[src/rtl/dtw_src_unpacker.sv]
// AXI-Stream sample unpacker feeding a FWFT FIFO for the DTW reference loader.
// Define DTW_SRC_BYTESWAP_EN to byte-reverse each lane before it is pushed.
module dtw_src_unpacker #(
   parameter int AXIS_WIDTH       = 64,
   parameter int DATA_WIDTH       = 16,
   parameter int FIFO_DEPTH_LOG2  = 6,
   parameter int REFMEM_PTR_WIDTH = 20
) (
   input  logic                        clk_in,
   input  logic                        rst_n_in,
   input  logic                        fifo_clear_in,
   input  logic [AXIS_WIDTH-1:0]       s_axis_tdata,
   input  logic [AXIS_WIDTH/8-1:0]     s_axis_tkeep,
   input  logic                        s_axis_tvalid,
   input  logic                        s_axis_tlast,
   output logic                        s_axis_tready,
   input  logic                        fifo_rden_in,
   output logic                        fifo_empty_out,
   output logic [DATA_WIDTH-1:0]       fifo_data_out,
   output logic [FIFO_DEPTH_LOG2:0]    fifo_count_out,
   output logic [REFMEM_PTR_WIDTH-1:0] sample_count_out,
   output logic                        last_seen_out,
   output logic                        dbg_state
);

   localparam int LANES = AXIS_WIDTH / DATA_WIDTH;
   localparam int BPL   = DATA_WIDTH / 8;
   localparam int DEPTH = 1 << FIFO_DEPTH_LOG2;
   localparam int LW    = (LANES > 1) ? $clog2(LANES) : 1;

   typedef enum logic {
      IDLE   = 1'b0,
      UNPACK = 1'b1
   } state_t;

   state_t state_q, state_d;

   logic [AXIS_WIDTH-1:0]       hold_data_q;
   logic [LANES-1:0]            hold_mask_q;
   logic                        hold_last_q;
   logic [DATA_WIDTH-1:0]       mem_q [DEPTH];
   logic [FIFO_DEPTH_LOG2-1:0]  wptr_q, rptr_q;
   logic [FIFO_DEPTH_LOG2:0]    count_q;
   logic [REFMEM_PTR_WIDTH-1:0] sample_cnt_q;
   logic                        last_seen_q;

   logic [LANES-1:0]      in_mask;
   logic [LANES-1:0]      mask_rest;
   logic [LW-1:0]         lane_idx;
   logic [DATA_WIDTH-1:0] lane_data;
   logic [DATA_WIDTH-1:0] push_data;
   logic                  full, empty;
   logic                  ready_ok;
   logic                  tready_c;
   logic                  push, pop, load, set_last;

   assign full     = (count_q == (FIFO_DEPTH_LOG2+1)'(DEPTH));
   assign empty    = (count_q == '0);
   assign pop      = fifo_rden_in && !empty;
   assign ready_ok = rst_n_in && !fifo_clear_in;

   // A lane survives only if every one of its bytes is kept
   always_comb begin
      in_mask = '0;
      for (int k = 0; k < LANES; k++)
         in_mask[k] = &s_axis_tkeep[k*BPL +: BPL];
   end

   always_comb begin
      lane_idx = '0;
      for (int k = LANES-1; k >= 0; k--)
         if (hold_mask_q[k])
            lane_idx = LW'(k);
   end

   assign mask_rest = hold_mask_q & (hold_mask_q - 1'b1);
   assign lane_data = hold_data_q[int'(lane_idx)*DATA_WIDTH +: DATA_WIDTH];

`ifdef DTW_SRC_BYTESWAP_EN
   always_comb begin
      push_data = '0;
      for (int b = 0; b < BPL; b++)
         push_data[b*8 +: 8] = lane_data[(BPL-1-b)*8 +: 8];
   end
`else
   assign push_data = lane_data;
`endif

   always_comb begin
      state_d  = state_q;
      tready_c = 1'b0;
      push     = 1'b0;
      load     = 1'b0;
      set_last = 1'b0;
      unique case (state_q)
         IDLE: begin
            tready_c = ready_ok;
            if (s_axis_tvalid && tready_c) begin
               load = 1'b1;
               if (|in_mask)
                  state_d = UNPACK;
               else if (s_axis_tlast)
                  set_last = 1'b1;
            end
         end
         UNPACK: begin
            if (!full) begin
               push = 1'b1;
               // Final lane: open the stream so beats chain without a bubble
               if (mask_rest == '0) begin
                  tready_c = ready_ok;
                  if (hold_last_q)
                     set_last = 1'b1;
                  if (s_axis_tvalid && tready_c) begin
                     load = 1'b1;
                     if (!(|in_mask)) begin
                        state_d = IDLE;
                        if (s_axis_tlast)
                           set_last = 1'b1;
                     end
                  end else begin
                     state_d = IDLE;
                  end
               end
            end
         end
      endcase
   end

   always_ff @(posedge clk_in or negedge rst_n_in) begin
      if (!rst_n_in) begin
         state_q     <= IDLE;
         hold_data_q <= '0;
         hold_mask_q <= '0;
         hold_last_q <= 1'b0;
      end else if (fifo_clear_in) begin
         state_q     <= IDLE;
         hold_data_q <= '0;
         hold_mask_q <= '0;
         hold_last_q <= 1'b0;
      end else begin
         state_q <= state_d;
         if (load) begin
            hold_data_q <= s_axis_tdata;
            hold_mask_q <= in_mask;
            hold_last_q <= s_axis_tlast;
         end else if (push) begin
            hold_mask_q <= mask_rest;
         end
      end
   end

   always_ff @(posedge clk_in) begin
      if (push && !fifo_clear_in)
         mem_q[wptr_q] <= push_data;
   end

   always_ff @(posedge clk_in or negedge rst_n_in) begin
      if (!rst_n_in) begin
         wptr_q  <= '0;
         rptr_q  <= '0;
         count_q <= '0;
      end else if (fifo_clear_in) begin
         wptr_q  <= '0;
         rptr_q  <= '0;
         count_q <= '0;
      end else begin
         if (push)
            wptr_q <= wptr_q + 1'b1;
         if (pop)
            rptr_q <= rptr_q + 1'b1;
         unique case ({push, pop})
            2'b10:   count_q <= count_q + 1'b1;
            2'b01:   count_q <= count_q - 1'b1;
            default: count_q <= count_q;
         endcase
      end
   end

   always_ff @(posedge clk_in or negedge rst_n_in) begin
      if (!rst_n_in) begin
         sample_cnt_q <= '0;
         last_seen_q  <= 1'b0;
      end else if (fifo_clear_in) begin
         sample_cnt_q <= '0;
         last_seen_q  <= 1'b0;
      end else begin
         if (push && (sample_cnt_q != '1))
            sample_cnt_q <= sample_cnt_q + 1'b1;
         if (set_last)
            last_seen_q <= 1'b1;
      end
   end

   assign s_axis_tready    = tready_c;
   assign fifo_empty_out   = empty;
   assign fifo_data_out    = empty ? '0 : mem_q[rptr_q];
   assign fifo_count_out   = count_q;
   assign sample_count_out = sample_cnt_q;
   assign last_seen_out    = last_seen_q;
   assign dbg_state        = state_q;

endmodule
[config.mk]
export PLATFORM = sky130hd
export DESIGN_NAME = dtw_src_unpacker
export DESIGN_NICKNAME = d
export VERILOG_FILES = /design/src/rtl/dtw_src_unpacker.sv
export SDC_FILE = /design/constraint.sdc
export NUM_CORES = 1
export LEC_CHECK = 0
export BUFFER_PORTS_ARGS = -buffer_cell sky130_fd_sc_hd__buf_2
export CORE_ASPECT_RATIO = 1.75
export CORE_UTILIZATION = 50
export CTS_CLUSTER_DIAMETER = 50
export CTS_CLUSTER_SIZE = 14
export DETAILED_ROUTE_END_ITERATION = 16
export PLACE_DENSITY_LB_ADDON = 0.25
export SYNTH_ARGS = -nofsm -noshare
export SYNTH_HDL_FRONTEND = slang
export SYNTH_SLANG_ARGS = --single-unit
[constraint.sdc]
create_clock -name clk_in -period 8.2 [get_ports clk_in]
set_input_delay 1.23 -clock clk_in [delete_from_list [all_inputs] [get_ports clk_in]]
set_output_delay 1.23 -clock clk_in [all_outputs]
set_load 0.03 [all_outputs]
# Yosys cells after proc, flatten, opt, wreduce, memory -nomap -nowiden
# Memory sizes are Yosys's and may differ from the RTL's.
# Cells that the tools add are included.
[word_totals] regBits=110 mem_bits_rw=1024 in_bits=78 out_inout_bits=47 wordCells=93 memories=1
[memory_table] memory="mem_q" words=64 word_bits=16 rd=1 rd_clocked_by_memory_dff=0 wr=1 line_no="41" source="logic [DATA_WIDTH-1:0] mem_q [DEPTH];"
[classes] add_sub_neg=6 eq_ne=4 shift=1 n_mux=49 bitwise_logic=2 n_reduce_logical=21
[ops] cell="$mux 64" count=2
[ops] cell="$shiftx 64x7->16" count=1
[ops] cell="$mux 20" count=2
[ops] cell="$mux 1" count=27
[ops] cell="$mux 6" count=4
[ops] cell="$add 20x1->20 const B" count=1
[ops] cell="$ne 20x20->1 const B" count=1
[ops] cell="$mux 16" count=1
[ops] cell="$pmux 7 s2" count=1
[ops] cell="$add 6x1->6 const B" count=2
[ops] cell="$mux 4" count=3
[ops] cell="$reduce_bool 2->1" count=5
[ops] cell="$mux 2" count=4
[ops] cell="$pmux 1 s2" count=4
[ops] cell="$reduce_and 2->1" count=4
[ops] cell="$add 7x1->7 const B" count=1
[ops] cell="$eq 7x7->1 const B" count=1
[ops] cell="$logic_not 7->1" count=1
[ops] cell="$mux 7" count=1
[ops] cell="$sub 7x1->7 const B" count=1
[ops] cell="$reduce_bool 3->1" count=2
[ops] cell="$logic_and 1x1->1" count=5
[ops] cell="$and 4x4->4" count=1
[ops] cell="$logic_not 4->1" count=1
[ops] cell="other kinds (6)" count=7

# Depth between registers and ports, before layout
# Gate-level depths: netlist of run 1.
[logic_depth] ltp_word=9 depth_mapped=11 depth_no_buf=10

# Worst setup path after synthesis of run 1
# OpenSTA, ideal clock, no wires.
[synth_timing] path_kind="input to register" startpoint="input fifo_clear_in" endpoint="memory mem_q[40][0], enable pin" setup_time_ns=0.430 arrival_ns=3.301 setup_slack_ns=4.468 stages=3 cell_sequence="nor4bb_1 > nand2_1 > nor4_1"
[synth_between] elab_chain_cells=4
[synth_rtl] element="start: declaration" line_no="11" source="input logic fifo_clear_in,"
[synth_rtl] element="$logic_not 1->1" line_no="154" source="if (push && !fifo_clear_in)"
[synth_rtl] element="$logic_and 1x1->1" line_no="154"
[synth_rtl] element="$mux 1" line_no="154"
[synth_rtl] element="$mux 1 (implied by the code)" line_no="155" source="mem_q[wptr_q] <= push_data;"
[synth_rtl] element="end: declaration" line_no="41"
# No other way between the ends.

# Worst setup path after layout of run 1
[layout_timing] startpoint="register rptr_q[0]" endpoint="output fifo_data_out[0]"
[layout_between] elab_chain_cells=2
[layout_rtl] element="start: declaration" line_no="42" source="logic [FIFO_DEPTH_LOG2-1:0] wptr_q, rptr_q;"
[layout_rtl] element="start signal: assignment" line_no="171" source="rptr_q <= rptr_q + 1'b1;"
[layout_rtl] element="$mem_v2 64x16"
[layout_rtl] element="$mux 16" line_no="197" source="assign fifo_data_out = empty ? '0 : mem_q[rptr_q];"
[layout_rtl] element="end: declaration" line_no="19" source="output logic [DATA_WIDTH-1:0] fifo_data_out,"
# No other way between the ends.

==> summary.md, run 1 <==
| Metric | Value |
|---|---|
| Total grt overflow | `0` |
| MaxCap Viol Count | `0` |
| Synth-to-Final Area Change | `10.6%` |
| Outcome | `finished clean` |
| Detail Route met2 WL | `58000 µm` |
| Share of the synthesized area in the top cell type | `68.3%` |
| Fin area | `49800 µm²` |
| CTS buffer count | `91` |
| Final worst-path cycle share | `72.8%` |
| Via count | `22.3k` |
| DRC viols | `0` |
| Async SR Flop Fraction | `9.70%` |
| Syn Inst Count | `2229` |
| Crit path DAT | `4.74 ns` |
| Synth Flop Type | `edfxtp_1` |
| Tightest Hold Check Type | `reg2reg` |
| Final Hold Fails | `0` |
| Metal-1 WL | `39100 µm` |
| Sequential Area | `33500 µm²` |
| CTS root buffer | `clkbuf_16` |
| RSZ-0062 raised after global routing | `false` |
| Netlist cell types | `59` |
| Core area | `89300 µm²` |
| Slew @ Worst Pin | `1.32 ns` |
| Initial Util | `50.4%` |
| # fillers | `6734` |
| Chip height | `399 µm` |
| CP max FO | `81` |
| Syn Area/Cell | `20.2 µm²` |
| Antenna-violating nets left | `0` |
| CTS tree | `yes` |
| Leading area contributor after synthesis | `edfxtp_1` |
| Total wire length | `106000 µm` |
| Cts repair resizes | `0` |
| CTS Hold Bufs | `0` |
| Post-CTS Setup Repair Bufs | `0` |
| Setup crit end kind | `primary output` |
| Power density cells | `265 nW/µm²` |
| Area of the multi-input gates | `10800 µm²` |
| Number of synthesized register bits | `1134` |
| NumNets Final | `2497` |
| Most frequent cells in the layout | `1024 x edfxtp_1, 302 x mux4_2, 123 x nor2_1` |
| Leakage power total | `16.0 nW` |
| Via density | `6.12` |
| Die area | `91200 µm²` |
| Met3 wire length | `6230 µm` |
| Top Metal Used | `met4` |
| 1st-iter DRT viols | `1960` |
| Most common cell after layout, fill and taps aside | `edfxtp_1` |
| Number of global-route vias before repair | `23.2k` |
| DP Area | `47300 µm²` |
| PortBufs | `124` |
| Worst-Skew Late Latency | `0.67 ns` |
| # diodes | `0` |
| Worst rel slew slack | `9.72%` |
| DP Wirelength | `62200 µm` |
| Seq/Total Area, Yosys | `74.5%` |
| Htree depth | `3` |
| Slew Viols, Final | `0` |
| Gp weighted congestion | `0.874` |
| Synth top area cells | `edfxtp_1 68%, mux4_2 15%, dfrtp_1 6.1%` |
| Final setup violation count | `0` |
| Floorplan row count | `145` |
| First-pass GRT wire length | `155000 µm` |
| Share of cells above drive strength 1 | `26.6%` |
| Mapped cell area | `45000 µm²` |
| Setup TNS | `0 ns` |
| Worst clock skew | `0.0189 ns` |
| DRT Pass-1 Iters | `5` |
| Largest net degree at the start of global routing | `139` |
| VDD IR max | `0.154 mV` |
| Tmin final | `5.97 ns` |
| Clock transition at path regs | `0.07 ns` |
| Crit Path Class | `reg2out` |
| Worst setup SP type | `register` |
| Post-synth EDFFs | `1024` |
| R2r startpoint | `fifo_count_out[2]` |
| Clock sink count | `1134` |
| Worst endpoint required time | `6.97 ns` |
| Max Root-Sink Buffers | `3` |
| Total Routing Usage GR | `23.8%` |
| Min-delay src | `hold_data_q[30]` |
| Initial antenna violation count | `1` |
| Syn nets | `2312` |
| Fmax | `167 MHz` |
| IO Count | `125` |
| Avg WL per Cell | `29.2 µm` |
| CP startpoint | `rptr_q[0]` |
| Yosys warns | `0` |
| Die X | `229 µm` |
## path summary, 6_finish.rpt
path	cells past startpoint	end	slack, ns
worst max-delay path	7	fifo_data_out[0]	2.23
worst min register to register	2	hold_data_q[30]	0.54
max in group asynchronous	2	rptr_q[2]	6.18
min in group asynchronous	1	hold_data_q[19]	0.60
worst max register to register	9	fifo_count_out[6]	5.11
worst min-delay path	2	hold_data_q[30]	0.54
## worst max-delay path: stages, from the launching register on
cell and delay, ns:
dfrtp_4 1.09, buf_12 0.59, mux4_2 0.33, nor2b_1 0.32, a221oi_1 0.10, a2111oi_0 1.11
a221o_1 0.23, buf_2 0.20
## power breakdown
group / total [W] / switching (W) / internal (W)
logic: 0.00265 / 0.00147 / 0.00118
registers: 0.00653 / 0.000143 / 0.00639
clock network: 0.00399 / 0.00193 / 0.00207
total: 0.0132 / 0.00354 / 0.00963
## metrics by stage
step / setup slack, ns / util [%] / total power, W / instances / hold WS (ns)
finish: 2.23 / 55.8 / 0.0132 / 3637 / 0.539
global route: 1.98 / 55.8 / 0.0136 / 3637 / 0.563
CTS: 2.29 / 55.8 / 0.0133 / 3637 / 0.546
detailed placement: 3.05 / 52.9 / 0.00934 / 3497 / 0.533
global placement: 3.03 / 52.9 / 0.00929 / 3497 / 0.479
floorplan: 4.47 / - / 0.00856 / 2229 / 0.512
## per-layer routing
layer	vias up	track usage, %
met2	828	43.6
li1	9425	-
met3	142	3.27
met5	-	0
met1	11875	29.0
met4	0	7.65
## synth_stat cells (6+ instances only)
| cell | n |
|---|---|
| a2111oi_0 | 14 |
| a21oi_1 | 14 |
| a22o_1 | 10 |
| a22oi_1 | 16 |
| a31oi_1 | 10 |
| and3_1 | 6 |
| and4_1 | 6 |
| buf_1 | 15 |
| buf_2 | 31 |
| buf_4 | 6 |
| buf_6 | 15 |
| clkbuf_1 | 65 |
| dfrtp_1 | 110 |
| edfxtp_1 | 1024 |
| mux2_2 | 9 |
| mux2i_1 | 31 |
| mux4_2 | 302 |
| nand2_1 | 97 |
| nand2b_1 | 69 |
| nand3_1 | 19 |
| nand3b_1 | 7 |
| nand4_1 | 11 |
| nor2_1 | 123 |
| nor2b_1 | 7 |
| nor3_1 | 8 |
| o21ai_0 | 74 |
| o21ai_1 | 8 |
| o22ai_1 | 14 |
| or3_1 | 11 |
| xnor2_1 | 11 |
| xor2_1 | 22 |
## sequential cells by signal, summed over array words and instances (netlist names)
signal,cells
wptr_q,6
hold_data_q,64
sample_count_out,20
mem_q,1024
hold_mask_q,4
rptr_q,6
dbg_state,1
fifo_count_out,7
hold_last_q,1
last_seen_out,1
## cell families (layout without fill, tap and decap cells)
kind of cell	Yosys count	count (layout)	share of synthesized area [%]
buffers and inverters	139	371	1.62
XOR/XNOR	33	33	0.642
flip-flops	1134	1134	74.5
AO/OA/AOI/OAI	184	184	2.62
adder cells (fa/ha/maj)	6	6	0.161
multiplexers	346	346	16.3
AND/OR/NAND/NOR	387	387	4.24
## final cells by class
type	instances	share of cell area, %
sequential	1134	67.3
multi-input combinational	956	21.7
clock buffer	132	4.93
tap	1176	2.96
timing repair buffer	226	2.89
clock inverter	8	0.158
inverter	5	0.0377
Power figures use the tool's default switching activity.
==> run 2: changes to the inputs <==
Clock period 8.2 ns to 5.21 ns, I/O delays scaled along.
==> run 2 against run 1 <==
Critical endpoint is now fifo_data_out[1]. Highest routed layer unchanged. Clock skew rose by 0.0039 ns. Clock power rose by 58%. Flip-flop and latch count stayed put. First-iteration DRC count grew 16%. Critical path type unchanged. Hold slack worse by 0.45 ns. Combinational power grew 66%. Die area unchanged. Total power up 59%. Critical path depth grew 2. Sequential power is 56% higher. Core utilization increased by 0.27 points.
==> summary.md, run 2 (synthesis results as in run 1) <==
| Metric | Value |
|---|---|
| Outcome | `finished clean (unchanged)` |
| CP startpoint | `rptr_q[0] (unchanged)` |
| Buffer and inverter count on the worst path | `4 (was 2)` |
| Chip height | `399 µm (unchanged)` |
| VDD IR max | `0.272 mV (was 0.154 mV)` |
| Gp weighted congestion | `0.818 (was 0.874)` |
| Total grt overflow | `0 (unchanged)` |
| DRT Pass-1 Iters | `7 (was 5)` |
| Max Root-Sink Buffers | `3 (unchanged)` |
| Total Routing Usage GR | `23.4% (was 23.8%)` |
| DP Wirelength | `64600 µm (was 62200 µm)` |
| Max reg flops | `1024 (unchanged)` |
| Setup TNS | `0 ns (unchanged)` |
| Core area | `89300 µm² (unchanged)` |
| Final setup violation count | `0 (unchanged)` |
| PnR worst setup slack | `0.287 ns (was 2.23 ns)` |
| Via count | `22.4k (was 22.3k)` |
| CTS tree | `yes (unchanged)` |
| # diodes | `0 (unchanged)` |
| Worst path max stage delay | `0.95 ns (was 1.11 ns)` |
| DP Area | `47500 µm² (was 47300 µm²)` |
| Crit path DAT | `4.14 ns (was 4.74 ns)` |
| 1st-iter DRT viols | `2270 (was 1960)` |
| # fillers | `6693 (was 6734)` |
| Worst path cell trace | `buf_12 > buf_4 > mux4_2 > nor2_1 > a2111oi_0 > buf_4 > a22oi_1 > o21ai_1 > buf_2 (was buf_12 > mux4_2 > nor2b_1 > a221oi_1 > a2111oi_0 > a221o_1 > buf_2)` |
| MaxCap Viol Count | `0 (unchanged)` |
| Slew @ Worst Pin | `1.30 ns (was 1.32 ns)` |
| Slew Viols, Final | `0 (unchanged)` |
| Tmin final | `4.92 ns` |
| Post-CTS Setup Repair Bufs | `0 (unchanged)` |
| Clock transition at path regs | `0.07 ns (about the same)` |
| IO Count | `125 (unchanged)` |
| Initial antenna violation count | `0 (was 1)` |
| Tightest Hold Check Type | `in2async (was reg2reg)` |
| CTS root buffer | `clkbuf_16 (unchanged)` |
| Final Hold Fails | `0 (unchanged)` |
| Floorplan row count | `145 (unchanged)` |
| Avg WL per Cell | `28.8 µm (was 29.2 µm)` |
| Cell class contributing the biggest share of worst-path delay | `buffers and inverters (was compound AO/OA/AOI/OAI gates)` |
| Worst clock skew | `0.0228 ns (was 0.0189 ns)` |
| Most common cell after layout, fill and taps aside | `edfxtp_1 (unchanged)` |
| Htree depth | `3 (unchanged)` |
| Area of the multi-input gates | `10800 µm² (unchanged)` |
| Worst rel slew slack | `13.6% (was 9.72%)` |
| CP max FO | `37 (was 81)` |
| Top reg by flops | `mem_q (unchanged)` |
| Share of cells above drive strength 1 | `27.6% (was 26.6%)` |
| R2r startpoint | `fifo_count_out[2] (unchanged)` |
| Total wire length | `105000 µm (was 106000 µm)` |
| Die area | `91200 µm² (unchanged)` |
| CTS buffer count | `92 (was 91)` |
| Most common cell on crit path | `buf_4` |
| First-pass GRT wire length | `154000 µm (was 155000 µm)` |
| Worst-Skew Late Latency | `0.68 ns (was 0.67 ns)` |
| Synth-to-Final Area Change | `11.2% (was 10.6%)` |
| Leakage power total | `16.2 nW (was 16.0 nW)` |
| Final worst-path cycle share | `94.5%` |
| CTS Hold Bufs | `0 (unchanged)` |
| Crit Path Class | `reg2out (unchanged)` |
| Post-place setup slack | `0.912 ns (was 3.05 ns)` |
| Largest net degree at the start of global routing | `139 (unchanged)` |
| Fmax | `203 MHz` |
| Initial Util | `50.4% (unchanged)` |
| Clock sink count | `1134 (unchanged)` |
| Setup crit end kind | `primary output (unchanged)` |
| PortBufs | `124 (unchanged)` |
| Sequential Area | `33500 µm² (unchanged)` |
| Most frequent cells in the layout | `1024 x edfxtp_1, 302 x mux4_2, 123 x nor2_1 (unchanged)` |
| Cts repair resizes | `0 (unchanged)` |
| Worst endpoint required time | `4.43 ns (was 6.97 ns)` |
| RSZ-0062 raised after global routing | `false (unchanged)` |
| Antenna-violating nets left | `0 (unchanged)` |
| Fin area | `50000 µm² (was 49800 µm²)` |
| Power density cells | `419 nW/µm² (was 265 nW/µm²)` |
| DRC viols | `0 (unchanged)` |
| Via density | `6.14 (was 6.12)` |
| Worst setup SP type | `register (unchanged)` |
| Number of global-route vias before repair | `23.4k (was 23.2k)` |
| WHS | `0.0927 ns (was 0.539 ns)` |
| NumNets Final | `2520 (was 2497)` |
| Crit path max-delay cell type | `dfrtp_4 (was a2111oi_0)` |
| Die X | `229 µm (unchanged)` |
==> run 2: cell count changes in the layout (fill, tap and decap cells not counted) <==
cell and change:
buf_12 +7, buf_4 +15, clkbuf_1 -18, clkbuf_16 +1
clkbuf_8 +2, clkinv_2 +2, clkinv_8 -1, clkinvlp_4 -1
inv_6 +2
==> run 2: routing by layer <==
layer / GRT usage (%) / part of all wire, %
met3: 3.15 / 5.7
met2: 42.8 / 54
met4: 8.26 / 3.3
met5: 0 / 0
met1: 28.3 / 37
==> run 2: path summary, 6_finish.rpt <==
kind	cells past startpoint	slack (ns)	to
min in group clk_in	3	0.30	hold_data_q[28]
worst max register to register	5	1.95	mem_q[10][10]
worst min register to register	2	0.52	last_seen_out
max in group asynchronous	2	3.63	rptr_q[2]
worst max-delay path	9	0.29	fifo_data_out[1]
worst min-delay path	1	0.09	hold_data_q[19]
==> run 2: final cells by class <==
class	count	area share (%)
tap	1176	2.94
inverter	5	0.0375
sequential	1134	67.0
clock buffer	117	4.87
multi-input combinational	956	21.6
clock inverter	10	0.165
timing repair buffer	248	3.39
==> run 2: power by group <==
part,switching [W],internal [W]
sequential,0.000194,0.0101
combinational,0.00241,0.00199
clock,0.00303,0.00326
total,0.00564,0.0153
==> run 2: stage by stage <==
step / power (W) / cells / util [%]
floorplan: 0.0135 / 2229 / -
global placement: 0.0148 / 3519 / 53.2
detailed placement: 0.0149 / 3519 / 53.2
CTS: 0.0211 / 3646 / 56.0
global route: 0.0216 / 3646 / 56.0
finish: 0.0209 / 3646 / 56.0
==> run 3: changes to the inputs <==
Settings changed: SETUP_SLACK_MARGIN set to 0.5.
==> run 3 against run 2 <==
Hold slack better by 0.0023 ns. Setup slack improved by 0.26 ns. Sequential power hardly changed. Register-to-register slack about the same. Via count up 0.30%. Clock power is essentially flat. Die area unchanged. Clock-buffer cell count is the same. Sequential share of layout area fell by 0.090 points. Critical path type unchanged.
==> summary.md, run 3 (synthesis results as in run 1) <==
| Metric | Value |
|---|---|
| Tightest Hold Check Type | `in2async (unchanged)` |
| Worst rel slew slack | `14.1% (was 13.6%)` |
| Gp weighted congestion | `0.818 (unchanged)` |
| Worst setup SP type | `register (unchanged)` |
| Total wire length | `105000 µm (about the same)` |
| Antenna-violating nets left | `0 (unchanged)` |
| Fmax | `215 MHz (was 203 MHz)` |
| Most common cell after layout, fill and taps aside | `edfxtp_1 (unchanged)` |
| Max Root-Sink Buffers | `3 (unchanged)` |
| Outcome | `finished clean (unchanged)` |
| NumNets Final | `2523 (was 2520)` |
| Number of global-route vias before repair | `23.4k (about the same)` |
| # diodes | `0 (unchanged)` |
| VDD IR max | `0.274 mV (was 0.272 mV)` |
| Pwr Total | `0.0210 W (was 0.0209 W)` |
| Setup crit end kind | `primary output (unchanged)` |
| Total Routing Usage GR | `23.5% (was 23.4%)` |
| Floorplan row count | `145 (unchanged)` |
| Die area | `91200 µm² (unchanged)` |
| CTS tree | `yes (unchanged)` |
| Final Hold Fails | `0 (unchanged)` |
| Clock transition at path regs | `0.07 ns (about the same)` |
| Via density | `6.15 (was 6.14)` |
| Synth-to-Final Area Change | `11.3% (was 11.2%)` |
| CTS root buffer | `clkbuf_16 (unchanged)` |
| Initial antenna violation count | `0 (unchanged)` |
| Worst-Skew Late Latency | `0.69 ns (was 0.68 ns)` |
| Crit path DAT | `3.88 ns (was 4.14 ns)` |
| IO Count | `125 (unchanged)` |
| Tmin final | `4.66 ns (was 4.92 ns)` |
| Leakage power total | `16.2 nW (about the same)` |
| Crit Path Class | `reg2out (unchanged)` |
| Worst endpoint required time | `4.43 ns (about the same)` |
| Power density cells | `419 nW/µm² (about the same)` |
| First-pass GRT wire length | `155000 µm (was 154000 µm)` |
| Avg WL per Cell | `28.8 µm (about the same)` |
| CP max FO | `31 (was 37)` |
| Htree depth | `3 (unchanged)` |
| Initial Util | `50.4% (unchanged)` |
| PortBufs | `124 (unchanged)` |
| Chip height | `399 µm (unchanged)` |
| Slew Viols, Final | `0 (unchanged)` |
| Slew @ Worst Pin | `1.29 ns (was 1.30 ns)` |
| Worst clock skew | `0.0256 ns (was 0.0228 ns)` |
| DRT Pass-1 Iters | `7 (unchanged)` |
| Most frequent cells in the layout | `1024 x edfxtp_1, 302 x mux4_2, 122 x buf_2 (was 1024 x edfxtp_1, 302 x mux4_2, 123 x nor2_1)` |
| CTS buffer count | `92 (unchanged)` |
| Core area | `89300 µm² (unchanged)` |
| Final worst-path cycle share | `89.5% (was 94.5%)` |
| Total grt overflow | `0 (unchanged)` |
| Setup TNS | `0 ns (unchanged)` |
| Max reg flops | `1024 (unchanged)` |
| Die X | `229 µm (unchanged)` |
| Share of cells above drive strength 1 | `27.9% (was 27.6%)` |
| MaxCap Viol Count | `0 (unchanged)` |
| Largest net degree at the start of global routing | `139 (unchanged)` |
| DRC viols | `0 (unchanged)` |
| Final setup violation count | `0 (unchanged)` |
| Via count | `22.5k (was 22.4k)` |
| DP Wirelength | `64600 µm (unchanged)` |
| Top reg by flops | `mem_q (unchanged)` |
| 1st-iter DRT viols | `2197 (was 2270)` |
| Clock sink count | `1134 (unchanged)` |
| RSZ-0062 raised after global routing | `true (was false)` |
-- run 3: worst max-delay path, cell delays in order, from the launching register on --
cell       delay (ns)
dfrtp_4          0.81
buf_4            0.53
mux4_2           0.38
nor2b_1          0.15
a221oi_1         0.46
a2111oi_0        0.22
buf_4            0.20
a221o_1          0.25
buf_2            0.18
-- run 3: where the power goes --
group          leakage, nW  internal [W]  total (W)  switching [W]
sequential            10.9        0.0101     0.0102       0.000142
combinational         4.03       0.00201    0.00451        0.00249
clock                 1.23       0.00326    0.00631        0.00305
-- run 3: worst paths after layout --
kind                                  start                to  slack (ns)  cells past startpoint
max reg2reg                  hold_mask_q[3]      mem_q[53][8]        1.95                      4
max                               rptr_q[1]  fifo_data_out[0]        0.55                      8
min in group clk_in        s_axis_tdata[44]   hold_data_q[44]        0.30                      3
min                                rst_n_in   hold_data_q[19]        0.09                      1
min reg2reg                   last_seen_out     last_seen_out        0.52                      2
max in group asynchronous          rst_n_in         rptr_q[2]        3.63                      2
-- run 3: metrics by stage --
stage	utilization (%)	setup WS [ns]	hold slack (ns)	cell area [µm²]	cells
final	56.1	0.548	0.0950	50100	3649
after global routing	56.1	0.452	0.116	50100	3649
after CTS	56.1	0.510	0.0698	50100	3648
after detailed placement	53.2	0.912	0.508	47500	3519
after global placement	53.2	0.909	0.479	47500	3519
after floorplan	-	1.73	0.486	45000	2229
-- run 3: timing repair --
item                                    CTS  global route
resized for setup                         4             2
buffers inserted                          2             1
hold buffers                              0             0
hold endpoints to repair                  0             0
endpoints found under the setup margin   16             9
-- run 3: layout make-up --
| cell class | instances | area (µm²) |
|---|---|---|
| clock buffer | 117 | 2440 |
| clock inverter | 10 | 82.6 |
| fill | 6688 | 39200 |
| inverter | 5 | 18.8 |
| multi-input combinational | 956 | 10800 |
| sequential | 1134 | 33500 |
| tap | 1176 | 1470 |
| timing repair buffer | 251 | 1750 |
-- run 3: per-layer routing --
layer  GRT usage, %  up-vias  routed length (µm)
met3           3.15      183                6090
met2           42.8      837               56800
met5              0        -                   0
met4           8.38        0                3570
met1           28.5    11958               38700
li1               -     9480                   -
